`src/rtl/matrix_stream_loader.sv`:
```
// -----------------------------------------------------------------------------
// matrix_stream_loader
//
// Parses the host byte stream feeding the matrix multiplier. The stream is a
// size header N (1..MAX_N), then N*N elements of A, then N*N elements of B,
// both row-major. Elements are DATA_W bits wide and arrive little-endian,
// DATA_W/8 bytes each. Every completed element is written to the A or B
// operand buffer at address row*MAX_N + col.
//
// Optional build macro: MATRIX_LOADER_CHECKSUM_EN
//   When defined, one trailer byte follows the last B byte. It must equal the
//   XOR of every byte from the size header through the last B byte. load_done
//   is issued only when the trailer matches.
//
// Ports
//   clk        system clock
//   rst        asynchronous reset, active low
//   rx_valid   one-cycle strobe, rx_data holds a received byte
//   rx_data    received byte
//   next       multiply controller consumed the operands; re-arm
//   clr_err    clears err_code
//   wr_en      buffer write strobe (one cycle per element)
//   wr_sel     0 = A buffer, 1 = B buffer
//   wr_addr    row*MAX_N + col
//   wr_data    assembled element
//   mat_n      latched matrix dimension
//   load_done  one-cycle pulse when the load has completed
//   busy       high while a load (or trailer wait) is in progress
//   err_code   sticky: 00 none, 01 bad size, 10 timeout, 11 checksum
// -----------------------------------------------------------------------------
module matrix_stream_loader #(
  parameter int DATA_W      = 8,
  parameter int MAX_N       = 8,
  parameter int ADDR_W      = $clog2(MAX_N * MAX_N),
  parameter int TIMEOUT_CYC = 2000000
) (
  input  logic                       clk,
  input  logic                       rst,
  input  logic                       rx_valid,
  input  logic [7:0]                 rx_data,
  input  logic                       next,
  input  logic                       clr_err,
  output logic                       wr_en,
  output logic                       wr_sel,
  output logic [ADDR_W-1:0]          wr_addr,
  output logic [DATA_W-1:0]          wr_data,
  output logic [$clog2(MAX_N+1)-1:0] mat_n,
  output logic                       load_done,
  output logic                       busy,
  output logic [1:0]                 err_code
);

  localparam int BPE   = DATA_W / 8;
  localparam int NW    = $clog2(MAX_N + 1);
  localparam int IDX_W = (BPE > 1) ? $clog2(BPE) : 1;
  localparam int CNT_W = $clog2(TIMEOUT_CYC + 1);

  localparam logic [IDX_W-1:0] IDX_LAST = IDX_W'(BPE - 1);
  localparam logic [CNT_W-1:0] CNT_LAST = CNT_W'(TIMEOUT_CYC - 1);
  localparam logic [1:0]       ERR_SIZE = 2'b01;
  localparam logic [1:0]       ERR_TIME = 2'b10;

`ifdef MATRIX_LOADER_CHECKSUM_EN
  localparam logic [1:0] ERR_CSUM = 2'b11;

  typedef enum logic [2:0] {
    IDLE   = 3'd0,
    LOAD_A = 3'd1,
    LOAD_B = 3'd2,
    DONE   = 3'd3,
    CSUM   = 3'd4
  } state_t;

  // Running stream checksum: plain XOR fold of every byte.
  function automatic logic [7:0] csum_fold(input logic [7:0] acc, input logic [7:0] b);
    return acc ^ b;
  endfunction
`else
  typedef enum logic [2:0] {
    IDLE   = 3'd0,
    LOAD_A = 3'd1,
    LOAD_B = 3'd2,
    DONE   = 3'd3
  } state_t;
`endif

  state_t            state_r, state_s;
  logic [NW-1:0]     mat_n_r, mat_n_s;
  logic [NW-1:0]     row_r, row_s;
  logic [NW-1:0]     col_r, col_s;
  logic [IDX_W-1:0]  idx_r, idx_s;
  logic [DATA_W-1:0] elem_r, elem_s;
  logic [DATA_W-1:0] asm_s;
  logic [CNT_W-1:0]  cnt_r, cnt_s;
  logic [1:0]        err_r, err_s;
  logic              wr_en_r, wr_en_s;
  logic              wr_sel_r, wr_sel_s;
  logic [ADDR_W-1:0] wr_addr_r, wr_addr_s;
  logic [DATA_W-1:0] wr_data_r, wr_data_s;
  logic              load_done_r, load_done_s;
  logic              busy_r, busy_s;
`ifdef MATRIX_LOADER_CHECKSUM_EN
  logic [7:0]        csum_r, csum_s;
`endif

  // Element assembly: the current byte replaces the slot selected by idx_r.
  always_comb begin
    asm_s = elem_r;
    for (int i = 0; i < BPE; i++) begin
      if (idx_r == IDX_W'(i)) begin
        asm_s[i*8 +: 8] = rx_data;
      end else begin
        asm_s[i*8 +: 8] = elem_r[i*8 +: 8];
      end
    end
  end

  // Next-state and next-output logic for the load sequencer.
  always_comb begin
    state_s     = state_r;
    mat_n_s     = mat_n_r;
    row_s       = row_r;
    col_s       = col_r;
    idx_s       = idx_r;
    elem_s      = elem_r;
    cnt_s       = cnt_r;
    wr_en_s     = 1'b0;
    wr_sel_s    = wr_sel_r;
    wr_addr_s   = wr_addr_r;
    wr_data_s   = wr_data_r;
    load_done_s = 1'b0;
`ifdef MATRIX_LOADER_CHECKSUM_EN
    csum_s      = csum_r;
`endif
    // A new error raised below overrides a simultaneous clear.
    if (clr_err) begin
      err_s = 2'b00;
    end else begin
      err_s = err_r;
    end

    case (state_r)
      IDLE: begin
        if (rx_valid) begin
          if ((rx_data != 8'd0) && (int'(rx_data) <= MAX_N)) begin
            mat_n_s = NW'(rx_data);
            row_s   = '0;
            col_s   = '0;
            idx_s   = '0;
            cnt_s   = '0;
            state_s = LOAD_A;
`ifdef MATRIX_LOADER_CHECKSUM_EN
            csum_s  = rx_data;
`endif
          end else begin
            err_s = ERR_SIZE;
          end
        end else begin
          state_s = IDLE;
        end
      end

      LOAD_A, LOAD_B: begin
        if (rx_valid) begin
          cnt_s  = '0;
          elem_s = asm_s;
`ifdef MATRIX_LOADER_CHECKSUM_EN
          csum_s = csum_fold(csum_r, rx_data);
`endif
          if (idx_r == IDX_LAST) begin
            idx_s     = '0;
            wr_en_s   = 1'b1;
            wr_sel_s  = (state_r == LOAD_B);
            // Buffer stride is always MAX_N so the multiplier can index
            // without knowing the run-time dimension.
            wr_addr_s = ADDR_W'(int'(row_r) * MAX_N + int'(col_r));
            wr_data_s = asm_s;
            if (col_r == mat_n_r - NW'(1)) begin
              col_s = '0;
              if (row_r == mat_n_r - NW'(1)) begin
                row_s = '0;
                if (state_r == LOAD_A) begin
                  state_s = LOAD_B;
                end else begin
`ifdef MATRIX_LOADER_CHECKSUM_EN
                  state_s = CSUM;
`else
                  state_s     = DONE;
                  load_done_s = 1'b1;
`endif
                end
              end else begin
                row_s = row_r + NW'(1);
              end
            end else begin
              col_s = col_r + NW'(1);
            end
          end else begin
            idx_s = idx_r + IDX_W'(1);
          end
        end else if (cnt_r == CNT_LAST) begin
          // Byte-less cycle that would bring the counter to TIMEOUT_CYC.
          err_s   = ERR_TIME;
          state_s = IDLE;
          cnt_s   = '0;
          row_s   = '0;
          col_s   = '0;
          idx_s   = '0;
        end else begin
          cnt_s = cnt_r + CNT_W'(1);
        end
      end

`ifdef MATRIX_LOADER_CHECKSUM_EN
      CSUM: begin
        if (rx_valid) begin
          cnt_s = '0;
          if (rx_data == csum_r) begin
            state_s     = DONE;
            load_done_s = 1'b1;
          end else begin
            err_s   = ERR_CSUM;
            state_s = IDLE;
          end
        end else if (cnt_r == CNT_LAST) begin
          err_s   = ERR_TIME;
          state_s = IDLE;
          cnt_s   = '0;
        end else begin
          cnt_s = cnt_r + CNT_W'(1);
        end
      end
`endif

      DONE: begin
        // Bytes arriving here are dropped silently.
        if (next) begin
          state_s = IDLE;
        end else begin
          state_s = DONE;
        end
      end

      default: begin
        state_s = IDLE;
      end
    endcase

    busy_s = (state_s == LOAD_A) || (state_s == LOAD_B);
`ifdef MATRIX_LOADER_CHECKSUM_EN
    busy_s = busy_s || (state_s == CSUM);
`endif
  end

  // State and registered-output update.
  always_ff @(posedge clk or negedge rst) begin
    if (!rst) begin
      state_r     <= IDLE;
      mat_n_r     <= '0;
      row_r       <= '0;
      col_r       <= '0;
      idx_r       <= '0;
      elem_r      <= '0;
      cnt_r       <= '0;
      err_r       <= 2'b00;
      wr_en_r     <= 1'b0;
      wr_sel_r    <= 1'b0;
      wr_addr_r   <= '0;
      wr_data_r   <= '0;
      load_done_r <= 1'b0;
      busy_r      <= 1'b0;
`ifdef MATRIX_LOADER_CHECKSUM_EN
      csum_r      <= 8'd0;
`endif
    end else begin
      state_r     <= state_s;
      mat_n_r     <= mat_n_s;
      row_r       <= row_s;
      col_r       <= col_s;
      idx_r       <= idx_s;
      elem_r      <= elem_s;
      cnt_r       <= cnt_s;
      err_r       <= err_s;
      wr_en_r     <= wr_en_s;
      wr_sel_r    <= wr_sel_s;
      wr_addr_r   <= wr_addr_s;
      wr_data_r   <= wr_data_s;
      load_done_r <= load_done_s;
      busy_r      <= busy_s;
`ifdef MATRIX_LOADER_CHECKSUM_EN
      csum_r      <= csum_s;
`endif
    end
  end

  assign wr_en     = wr_en_r;
  assign wr_sel    = wr_sel_r;
  assign wr_addr   = wr_addr_r;
  assign wr_data   = wr_data_r;
  assign mat_n     = mat_n_r;
  assign load_done = load_done_r;
  assign busy      = busy_r;
  assign err_code  = err_r;

endmodule

```
`config.mk`:
```
export PLATFORM = sky130hd
export DESIGN_NAME = matrix_stream_loader
export DESIGN_NICKNAME = d
export VERILOG_FILES = /design/src/rtl/matrix_stream_loader.sv
export SDC_FILE = /design/constraint.sdc
export NUM_CORES = 1
export LEC_CHECK = 0
export BUFFER_PORTS_ARGS = -buffer_cell sky130_fd_sc_hd__clkbuf_2
export CAP_MARGIN = 10
export CORE_ASPECT_RATIO = 0.5
export CORE_MARGIN = 1
export CORE_UTILIZATION = 52
export DETAILED_ROUTE_END_ITERATION = 8
export GPL_ROUTABILITY_DRIVEN = 0
export PLACE_DENSITY = 0.75
export SYNTH_ARGS = -nofsm -noshare
export SYNTH_HDL_FRONTEND = slang
export SYNTH_SLANG_ARGS = --single-unit
```
`constraint.sdc`:
```
create_clock -name clk -period 2.2 [get_ports clk]
set_input_delay 0.11 -clock clk [delete_from_list [all_inputs] [get_ports clk]]
set_output_delay 0.11 -clock clk [all_outputs]
set_load 0.05 [all_outputs]
```
==> impl_results.rst <==
.. list-table::
   :header-rows: 1

   * - Metric
     - Value
   * - Max-Cap Viols
     - 0
   * - Number of I/O port buffers
     - 36
   * - Number of nets in the final layout
     - 388
   * - Worst slew margin
     - roughly 47%
   * - Clock Latency Late Sink
     - between 0.2 and 0.3 ns
   * - Path class of the lowest-slack min-delay path
     - input port to flip-flop
   * - Inserted Clock Buffers
     - 5
   * - Ys flop type
     - sky130_fd_sc_hd__dfrtp_1
   * - Detail Placement HPWL
     - 5100 microns
   * - Syn Std Cell Area
     - 3058 sq um
   * - Share of cells above drive strength 1
     - roughly 24%
   * - Seq cells post-synth
     - between 50 and 60
   * - Drt first-iter violations
     - 112
   * - Number of I/O pins
     - 37
   * - Share of the yosys chip area belonging to registers
     - 45.83%
   * - Pwr Density
     - roughly 700 nW/um^2
   * - Die Wd
     - 110.5 microns
   * - Final routed wire length divided by cell count
     - between 15 and 20 microns
   * - Count of vias placed by the detailed router
     - 2514
   * - Setup slack after placement
     - approximately 0.015 ns
   * - # setup viols final
     - 0
   * - Cell type of the slowest stage on the worst timing path
     - sky130_fd_sc_hd__or4b_1
   * - Wire length of the first global-routing pass
     - around 12000 microns
   * - Maximum number of pins on one net before global-route repair
     - 32
   * - Clock edge transition at the registers on the reported setup and hold paths
     - about 0.070 ns
   * - Endpoint kind of the worst setup timing path
     - flip-flop
   * - Asr flop ratio synth
     - 100.0%
   * - Cell count after placement
     - roughly 430
   * - Worst ir drop on vdd
     - between 0.4 and 0.5 mV
   * - Site Rows
     - 19
   * - Post-Synthesis Cells
     - roughly 310
   * - H-tree depth reported by CTS
     - 2
   * - Worst hold margin
     - around 0.028 ns
   * - Core area
     - about 5600 sq um
   * - Clock sink total
     - 56
   * - Longest individual stage delay on the worst path
     - roughly 0.56 ns
   * - Vias in the first global route
     - 2431
   * - Outcome
     - complete, no violations
   * - Syn Area/Cell
     - about 9.8 sq um
   * - Min Clock Period, post-route
     - roughly 2.2 ns
   * - Critical Path RT
     - approximately 2.4 ns
   * - DRC errors left
     - 0
   * - P_leak
     - between 1.5 and 2 nW
   * - Final Skew
     - about 0.0033 ns
   * - Layout area overhead
     - 19.07%
   * - Biggest fanout along the worst timing path
     - 10
   * - Setup repair after global routing missed its margin
     - true
   * - Count of flip-flops with a built-in enable after synthesis
     - 0
   * - Worst path arrival time
     - about 2.4 ns
   * - Initial Util
     - approximately 55%
   * - Aggregate global-route resource usage
     - between 20% and 30%
   * - Max-slew violation count
     - 0
   * - Die outline height
     - around 56 microns
   * - Post-DR vias/cell
     - approximately 5.7
   * - Final core area utilization
     - approximately 65%
   * - Post-route insts no fill
     - 443
   * - Cell types with the largest area share after synthesis
     - sky130_fd_sc_hd__dfrtp_1 46%, sky130_fd_sc_hd__nand2_1 6.9%, sky130_fd_sc_hd__xnor2_1 5.4%
   * - Yosys warning count
     - 0
   * - Launching element type of the critical path
     - flip-flop
   * - Routed wire length
     - 6899 microns
   * - Setup TNS
     - 0 ns
   * - Ordered list of cells on the worst path
     - or4b_1 > nor4_4 > a21oi_4 > nor3_4 > mux2i_1
   * - Cell type with the highest aggregate area in the netlist
     - sky130_fd_sc_hd__dfrtp_1
   * - Initial antenna violation count
     - 0
   * - Pre-antenna DRT Iters
     - 4
   * - Number of hold violations in the final report
     - 0
   * - Area share of the largest cell type after synthesis
     - 45.83%
   * - Largest buffer count on any clock path
     - 2
   * - Fin crit share
     - between 90% and 100%
   * - CTS tree
     - built
   * - Yosys cell types
     - 58
   * - Total Die Area
     - 6210 sq um
   * - Residual overflow from global routing
     - 0
   * - Antenna Violating Nets Remaining
     - 0
   * - Worst Max-Slew Pin Slew
     - ~0.8 ns
   * - Kind of critical path
     - flip-flop to flip-flop
   * - Root Driver
     - sky130_fd_sc_hd__clkbuf_16
   * - PnR worst setup slack
     - 0.04903 ns
   * - Maximum clock frequency
     - 464.9 MHz
   * - Ant diodes
     - 0
   * - Post-Syn Nets
     - ~330
## Yosys cell counts (5+ instances only)
master,number
sky130_fd_sc_hd__xnor2_1,19
sky130_fd_sc_hd__dfrtp_1,56
sky130_fd_sc_hd__nand2_1,56
sky130_fd_sc_hd__ha_1,6
sky130_fd_sc_hd__a21oi_1,10
sky130_fd_sc_hd__nand4_1,8
sky130_fd_sc_hd__nor2_1,19
sky130_fd_sc_hd__a211oi_1,6
sky130_fd_sc_hd__inv_1,13
sky130_fd_sc_hd__nor3_1,5
sky130_fd_sc_hd__nand3_1,14
sky130_fd_sc_hd__a22o_1,5
sky130_fd_sc_hd__a2111oi_0,5
sky130_fd_sc_hd__o21ai_0,14
sky130_fd_sc_hd__clkbuf_1,6
## state kept, by name, indices dropped and copies added (netlist names)
register	flops
wr_sel	1
cnt_r	21
wr_addr	6
row_r	4
busy	1
wr_en	1
state_r	3
load_done	1
err_code	2
col_r	4
elem_r	8
mat_n	4
## layout by cell type (no fill, tap or decap), drive strengths merged, types with 3 or more instances in the layout
cell     netlist  layout
mux2           4       4
nand3         15      15
buf            7      25
dfrtp         56      56
nand2b         3       3
a211oi         6       6
inv           13      13
nand2         56      56
or2            3       3
a22o           5       5
o21ai         15      15
a2111oi        8       8
a21oi         11      11
and2           3       3
or4b           3       3
clkbuf         6      42
and3           4       4
nor2          19      19
or3            4       4
mux2i          4       4
xnor2         19      19
nand4          8       8
ha             6       6
nor3           6       6
## what timing repair did
action | 4_1_cts | 5_1_grt
endpoints found under the hold margin | 29 | 0
gates resized for setup | 1 | 5
buffers inserted | 0 | 1
hold buffers | 1 | 0
pin swaps | 0 | 1
setup endpoints to repair | 2 | 10
gates cloned | 0 | 0
## critical path: cells and delay by family, from the launching register on
family	cells	cell delay [ns]
compound gates	1	0.17
flops	1	0.41
mux	1	0.23
simple gates	3	1.26
## path summary, 6_finish.rpt
kind / slack [ns] / to / depth (start not counted) / startpoint
min: 0.03 / elem_r[7]$_DFFE_PN0P_ / 3 / rx_data[7]
max: 0.05 / row_r[1]$_DFFE_PN0P_ / 5 / cnt_r[9]$_DFFE_PN0P_
min reg2reg: 0.48 / elem_r[1]$_DFFE_PN0P_ / 2 / elem_r[1]$_DFFE_PN0P_
max reg2reg: 0.05 / row_r[1]$_DFFE_PN0P_ / 5 / cnt_r[9]$_DFFE_PN0P_
max in group asynchronous: 1.00 / cnt_r[6]$_DFFE_PN0P_ / 3 / rst
min in group asynchronous: 0.44 / cnt_r[16]$_DFFE_PN0P_ / 2 / rst
## logic make-up after synthesis
kind of cell | Yosys count | share of synthesized area [%]
AO/OA/AOI/OAI | 58 | 14.65
XOR/XNOR | 23 | 7.570
adder cells (fa/ha/maj) | 6 | 2.455
buffers and inverters | 26 | 3.969
flip-flops | 56 | 45.83
multiplexers | 8 | 2.782
other | 1 | 0.1226
AND/OR/NAND/NOR | 135 | 22.63
## metal layers
| metal | global-route usage (%) | share of wire (%) |
|---|---|---|
| met4 | 7.429 | 1.5 |
| met2 | 38.86 | 47 |
| met1 | 31.45 | 46 |
| met5 | 0 | 0 |
| met3 | 5.229 | 5.7 |
## cell type report
cell class | instances | area [sq um]
inverter | 13 | 48.80
clock buffer | 6 | 128.9
multi-input combinational | 231 | 1556
fill | 466 | 1922
timing repair buffer | 62 | 377.9
clock inverter | 2 | 35.03
sequential | 56 | 1403
tap | 73 | 91.34
## metrics by stage
step	total power, W	cell area (sq um)
global placement	0.001638	3438
global route	0.002650	3641
detailed placement	0.001659	3438
CTS	0.002562	3617
floorplan	0.001501	3059
finish	0.002544	3641
## power by group
part	internal [W]	leakage (nW)	switching (W)
logic	0.000181	0.855	0.000283
clock network	0.000536	0.0808	0.000357
registers	0.00111	0.730	0.0000813
(Power assumes the default switching activity.)
